<file path="config.mk">
export PLATFORM = sky130hd
export DESIGN_NAME = conv_in_ctrl
export DESIGN_NICKNAME = d
export VERILOG_FILES = /design/src/rtl/conv_in_ctrl.sv
export SDC_FILE = /design/constraint.sdc
export NUM_CORES = 1
export LEC_CHECK = 0
export ABC_AREA = 1
export BUFFER_PORTS_ARGS = -buffer_cell sky130_fd_sc_hd__buf_2
export CAP_MARGIN = 15
export CORE_ASPECT_RATIO = 2
export CORE_UTILIZATION = 55
export CTS_BUF_LIST = sky130_fd_sc_hd__clkbuf_4 sky130_fd_sc_hd__clkbuf_8
export CTS_CLUSTER_SIZE = 8
export DETAILED_ROUTE_END_ITERATION = 8
export PLACE_DENSITY = 0.75
export SLEW_MARGIN = 10
export SYNTH_ARGS = -nofsm -noshare
export SYNTH_HDL_FRONTEND = slang
export SYNTH_SLANG_ARGS = --single-unit
</file>
<file path="constraint.sdc">
create_clock -name clk -period 12.7 [get_ports clk]
set_input_delay 2.54 -clock clk [delete_from_list [all_inputs] [get_ports clk]]
set_output_delay 2.54 -clock clk [all_outputs]
set_load 0.05 [all_outputs]
</file>
<file path="src/rtl/conv_in_ctrl.sv">
// Conv input controller: sequences one layer pass of BRAM window beats with read-latency-aware backpressure.
// Optional CONV_IN_CTRL_PERF_EN adds saturating stall_cnt/run_cnt performance counters.
module conv_in_ctrl #(
  parameter int BRAM_LAT = 2
) (
  input  logic        clk,
  input  logic        rst,
  input  logic        start,
  input  logic        abort,
  input  logic [11:0] width,
  input  logic [11:0] channel,
  input  logic        out_ready,
  output logic        gen_rst,
  output logic        addr_inc,
  output logic [11:0] cfg_width,
  output logic [11:0] cfg_channel,
  output logic        rd_en,
  output logic        win_valid,
  output logic        win_last,
  output logic        busy,
  output logic        done,
  output logic        cfg_err
`ifdef CONV_IN_CTRL_PERF_EN
  ,
  output logic [31:0] stall_cnt,
  output logic [31:0] run_cnt
`endif
);

  localparam logic [1:0] S_IDLE  = 2'd0;
  localparam logic [1:0] S_INIT  = 2'd1;
  localparam logic [1:0] S_RUN   = 2'd2;
  localparam logic [1:0] S_DRAIN = 2'd3;

  logic [1:0]          state;
  logic [35:0]         beats_left;
  logic [BRAM_LAT-1:0] v;
  logic [BRAM_LAT-1:0] lst;
  logic                abort_q;
  logic                adv;
  logic                cfg_ok;
  logic                accept;
  logic                do_abort;
  logic                final_hs;
  logic                last_inc;
  logic [35:0]         beat_total;

  // The output register only advances when its beat is consumed or it holds a bubble.
  assign adv        = ~v[BRAM_LAT-1] | out_ready;
  assign cfg_ok     = (width >= 12'd3) && (channel != 12'd0);
  assign accept     = (state == S_IDLE) && start;
  assign do_abort   = abort && (state != S_IDLE);
  assign final_hs   = (state == S_DRAIN) && win_valid && win_last && out_ready;
  assign beat_total = 36'(width) * 36'(width - 12'd2) * 36'(channel);
  assign addr_inc   = (state == S_RUN) && adv && (beats_left != 36'd0);
  assign last_inc   = addr_inc && (beats_left == 36'd1);
  assign rd_en      = adv & ~rst;
  assign win_valid  = v[BRAM_LAT-1];
  assign win_last   = win_valid & lst[BRAM_LAT-1];
  assign busy       = (state != S_IDLE);
  assign gen_rst    = rst | (state == S_INIT) | abort_q;

  always_ff @(posedge clk) begin
    if (rst) begin
      state       <= S_IDLE;
      beats_left  <= 36'd0;
      v           <= '0;
      lst         <= '0;
      abort_q     <= 1'b0;
      done        <= 1'b0;
      cfg_err     <= 1'b0;
      cfg_width   <= 12'd0;
      cfg_channel <= 12'd0;
    end else begin
      abort_q <= do_abort;
      done    <= final_hs & ~do_abort;
      cfg_err <= accept & ~cfg_ok;
      if (do_abort) begin
        state      <= S_IDLE;
        beats_left <= 36'd0;
        v          <= '0;
        lst        <= '0;
      end else begin
        if (adv) begin
          v   <= (v << 1) | BRAM_LAT'(addr_inc);
          lst <= (lst << 1) | BRAM_LAT'(last_inc);
        end
        if (addr_inc)
          beats_left <= beats_left - 36'd1;
        case (state)
          S_IDLE: begin
            if (accept && cfg_ok) begin
              cfg_width   <= width;
              cfg_channel <= channel;
              beats_left  <= beat_total;
              state       <= S_INIT;
            end
          end
          S_INIT:  state <= S_RUN;
          S_RUN:   if (last_inc) state <= S_DRAIN;
          S_DRAIN: if (final_hs) state <= S_IDLE;
          default: state <= S_IDLE;
        endcase
      end
    end
  end

`ifdef CONV_IN_CTRL_PERF_EN
  always_ff @(posedge clk) begin
    if (rst || (accept && cfg_ok)) begin
      stall_cnt <= 32'd0;
      run_cnt   <= 32'd0;
    end else begin
      if (win_valid && !out_ready && !(&stall_cnt))
        stall_cnt <= stall_cnt + 32'd1;
      if (busy && !(&run_cnt))
        run_cnt <= run_cnt + 32'd1;
    end
  end
`endif

endmodule

</file>
==> Word level (Yosys, flattened, before mapping) <==
Cells that the tools add are included.
{ "totals": {"ff_bits": 69, "latch_bits": 0, "ramBits": 0, "romBits": 0, "inputBits": 29, "output_inout_bits": 32, "word_cells": 58, "n_memories": 0} }
{ "classes": {"add_sub_neg": 2, "mul": 2, "div": 0, "magnitude_cmp": 1, "n_eq_ne": 7, "shift": 0, "mux": 7, "bitwise": 13, "n_reduce_logical": 17} }
{ "op_table": {"columns": ["op", "count"], "rows": [
  ["two-way mux 36 bit", 3],
  ["== test 36 x 1 -> 1 bit (second input constant)", 1],
  ["multiplier 26 x 13 -> 36 bit", 1],
  ["nonzero test 36 bit", 1],
  ["subtractor 36 x 1 -> 36 bit (second input constant)", 1],
  ["multiplier 13 x 13 -> 26 bit", 1],
  ["subtractor 12 x 2 -> 13 bit (second input constant)", 1],
  ["greater-or-equal comparator 12 x 2 -> 1 bit (second input constant)", 1],
  ["nonzero test 12 bit", 1],
  ["logical AND 1 bit", 10],
  ["case mux 2 bit (4 select lines)", 1],
  ["two-way mux 2 bit", 3],
  ["AND reduction 3 bit", 2],
  ["AND 1 bit", 4],
  ["== test 2 bit (second input constant)", 2],
  ["!= test 2 bit (second input constant)", 2],
  ["inverter 1 bit", 4],
  ["OR 2 x 1 -> 2 bit", 2],
  ["OR 1 bit", 3],
  ["== test 2 x 1 -> 1 bit (second input constant)", 1],
  ["logical NOT 2 bit", 1],
  ["!= test 2 x 1 -> 1 bit (second input constant)", 1],
  ["nonzero test 2 bit", 1],
  ["OR reduction 2 bit", 1]
]} }

==> Logic depth before layout (Yosys ltp) <==
{ "logic_depth": {"word_depth": 7, "mapped_depth": 59, "ltp_nobuf": 57} }

==> Least setup slack after synthesis <==
Ideal clock, no wire load.
{ "synth_timing": {"path_kind": "input to register", "from": "in width[1]", "to": "reg beats_left[30]", "setup_time_ns": 0.134, "t_arrival_ns": 13.047, "required_time_ns": 12.566, "path_slack_ns": -0.481, "path_stages": 55, "path_buffers": 3, "cell_sequence": "clkbuf_1 > inv_1 > buf_1 > ha_1 > nand2_1 > or3_1 > nand3b_1 > ha_1 > inv_1 > nand2_1 > fa_1 > fa_1 > inv_1 > fa_1 > fa_1 > fa_1 > inv_1 > fa_1 > (+19 left out) > fa_1 > inv_1 > fa_1 > inv_1 > ha_1 > nand2_1 > inv_1 > nand2_1 > inv_1 > a21oi_1 > nand3_1 > nand2_1 > nand2_1 > nand2_1 > nand2_1 > or2_2 > nand3_1 > a21oi_1"} }
{ "synth_via": {"elab_chain_cells": 5, "word_cells_on_any_way": 8, "cone_classes": "add/sub: 1; mul: 2; order compare: 1; mux: 2; reduce/logical: 2"} }
{ "synth_rtl": {"columns": ["element", "line_no", "source"], "rows": [
  ["start, declared", "10", "input logic [11:0] width,"],
  ["subtractor 12 x 2 -> 13 bit or greater-or-equal comparator 12 x 2 -> 1 bit (tied branches)", "54, 50", null],
  ["multiplier 13 x 13 -> 26 bit or logical AND 1 bit (tied branches)", "54, 50", null],
  ["multiplier 26 x 13 -> 36 bit or logical AND 1 bit (tied branches)", "54, 92", null],
  ["two-way mux 36 bit (*)", "92", "if (accept && cfg_ok) begin"],
  ["two-way mux 36 bit (*)", "90", "case (state)"],
  ["end signal, assigned", "89", "beats_left <= beats_left - 36'd1;"],
  ["end signal, assigned", "95", "beats_left <= beat_total;"],
  ["end, declared", "36", "logic [35:0] beats_left;"]
]} }
Mark *: on every way between the ends. The rest lies on a longest branch, timed or not.
A chain may end at the register's enable or synchronous reset.

==> Final worst setup path <==
{ "layout_timing": {"from": "in width[3]", "to": "reg beats_left[31]"} }
Same word-level chain as after synthesis.

==> results.md <==
* Status: finished, violations left
* Failing checks: negative setup slack
* Seq cells post-synth at 69
* CP max stage delay at 0.74 ns
* Vias in the first global route at 20456
* Vias at 18778
* Final hold viol count at 0
* All-Layer GR Usage at 41.02%
* Hold Path Class: reg -> reg
* Critical Path Fanout Max at 4
* Synth Area per Inst at 7.628 sq um
* Post-DP HPWL at 56630 um
* Ys flop type: dfxtp_1
* DRT Pass-1 Iters at 5
* CTS tree: done
* Pin count of the biggest net entering global routing at 48
* CP Launch Type: primary input
* CTS Sinks at 69
* Worst-Skew Late Latency at 0.38 ns
* Crit. Startpoint: width[3]
* Cells after synthesis at 2605
* Initial Util at 55.69%
* Top-area cell type share of the netlist area at 37.58%
* Fin util at 68.58%
* Placed cells at 3310
* ANT nets after route at 0
* First DRT Iteration DRCs at 1126
* Most used cell along the critical path: fa_1
* CP max-delay cell: fa_2
* Synth area leaders: fa_1, inv_1, ha_1, nand2_1, dfxtp_1
* Tcrit/Tclk final at 100.4%
* Worst-path clk slew at 0.09 ns
* DRT Wirelength at 72040 um
* Worst-Margin Slew at 1.147 ns
* Area growth syn-to-layout at 23.15%
* Simple-gate share of the synthesized area at 19.37%
* Io pins at 61
* DIE HEIGHT at 270.8 um
* Worst hold slack at 0.4723 ns
* Post-route DRC at 0
* Most common cell in the netlist: inv_1
* Max Clk Rate at 78.40 MHz
* IO Port Bufs at 60
* Max-slew violation count at 0
* Synth Area in Adders at 49.79%
* Clock Tree Buf Depth at 2
* # fillers at 2990
* Warnings from Yosys at 0
* Largest family of logic cells by synthesized area: adder cells
* Post-synthesis cell type count at 54
* Setup ws final at -0.05588 ns
* Final Critical Period at 12.76 ns
* Synthesized area at 19870 sq um
* Post-CTS Hold Buffers at 0
* Total CTS buffers at 9
* Synth Area in Compound Gates at 6.636%
* # setup viols final at 2
* Unrepaired setup endpoints after global routing: true
* CP arrival at 13.08 ns
* Max Clock Skew at 0.01675 ns
* Sequential area share after synthesis at 6.951%
* Crit path kind: in -> reg
* Xor/xnor share of the synthesized area at 2.638%
* Worst r2r src: state[0]$_SDFFE_PP0P_
* Req. time, crit path at 13.02 ns
* Final global-route overflow total at 0
* Gpl congestion at 1.016
* Final net count at 3504
* Max Cap Viol at 0
* Yosys top cell by area: fa_1
* Core Footprint at 35680 sq um
* WL/cell at 21.41 um
* H-tree Lvls at 3
* Die X at 136.4 um
* CTS root buffer: clkbuf_8
* Synth async-reset ratio at 0%
* Finished Layout Cells at 3365
* Critical Path Sink Type: flip-flop
* DIE AREA at 36940 sq um
* Number of enable flip-flop cells after synthesis at 0
* Drt via density at 5.580
* Mux contribution to synthesized area at 0%
* Relative slew margins at 23.44%
* Initial antenna violation count at 4
* Share of layout cells above drive strength 1 at 24.48%
* Worst hold start: v[0]$_SDFFE_PP0N_
* Row cnt at 98
* First-pass GRT wire length at 110300 um
* Mapped Nets at 3201
* Synth top cells by count: inv_1, nand2_1, fa_1
## layout by cell type (no fill, tap or decap), types with 31 or more instances in the layout
cell type | synthesis | final
nand2_2 | 8 | 31
o21ai_0 | 70 | 55
nor2_1 | 283 | 241
nand3_1 | 67 | 59
a21oi_1 | 107 | 74
dfxtp_1 | 69 | 69
fa_1 | 373 | 350
buf_2 | 10 | 58
inv_2 | 8 | 50
buf_4 | 1 | 290
ha_4 | 0 | 32
inv_1 | 666 | 620
nand2_1 | 461 | 423
ha_1 | 194 | 162
## per-stage QoR
stage | TNS [ns] | cell area (sq um) | worst slack [ns]
CTS | -0.5219 | 23330 | -0.06589
floorplan | 0 | 19920 | 0.02796
finish | -0.08116 | 24470 | -0.05588
global placement | -9.753 | 22520 | -0.8064
detailed placement | -10.59 | 22520 | -0.8459
global route | -5.301 | 24470 | -0.4241
## layer usage
| metal | vias up | part of all wire (%) | GRT usage, % | wire length, um |
|---|---|---|---|---|
| met1 | 9034 | 28 | 35.79 | 20350 |
| met2 | 911 | 50 | 69.24 | 36230 |
| li1 | 8303 | - | - | - |
| met5 | - | 0.050 | 0 | 36 |
| met3 | 524 | 8.2 | 13.23 | 5928 |
| met4 | 6 | 13 | 43.74 | 9501 |
## worst max-delay path, delay by kind of cell
kind	cells	cell delay [ns]
adder cells (fa/ha/maj)	14	6.50
AND/OR/NAND/NOR	15	1.42
AO/OA/AOI/OAI	6	0.90
XOR/XNOR	1	0.24
buffers and inverters	15	1.42
## state kept, by name, summed over array words and instances (netlist names)
name / count
cfg_width: 12
done: 1
cfg_err: 1
cfg_channel: 12
beats_left: 36
v: 2
abort_q: 1
state: 2
lst: 2
## path summary, 6_finish.rpt
kind / end / slack (ns) / cells past startpoint
max reg2reg: cfg_channel[5]$_SDFFE_PP0P_ / 9.83 / 9
max: beats_left[31]$_SDFF_PP0_ / -0.06 / 51
min reg2reg: v[0]$_SDFFE_PP0N_ / 0.47 / 2
min: v[0]$_SDFFE_PP0N_ / 0.47 / 2
## cell type report
| type | count | area (sq um) | share of cell area [%] |
|---|---|---|---|
| antenna | 2 | 5.005 | 0.02045 |
| clock buffer | 10 | 137.6 | 0.5624 |
| clock inverter | 6 | 93.84 | 0.3835 |
| inverter | 675 | 2546 | 10.40 |
| multi-input combinational | 1779 | 16940 | 69.23 |
| sequential | 69 | 1381 | 5.645 |
| tap | 450 | 563.0 | 2.301 |
| timing repair buffer | 374 | 2803 | 11.45 |
## logic make-up (layout without fill, tap and decap cells)
kind of cell / count (synthesis) / count (layout)
XOR/XNOR: 59 / 59
other: 0 / 2
AO/OA/AOI/OAI: 234 / 234
flip-flops: 69 / 69
adder cells (fa/ha/maj): 567 / 567
AND/OR/NAND/NOR: 919 / 919
buffers and inverters: 757 / 1065
## repair_timing
item | 4_1_cts | 5_1_grt
pin swaps | 66 | 129
setup endpoints to repair | 16 | 23
hold endpoints to repair | 0 | 0
buffers inserted | 11 | 28
gates resized for setup | 112 | 240
Power is not shown: default switching activity piles up to over one toggle a cycle in this logic, so the estimate is an artifact.
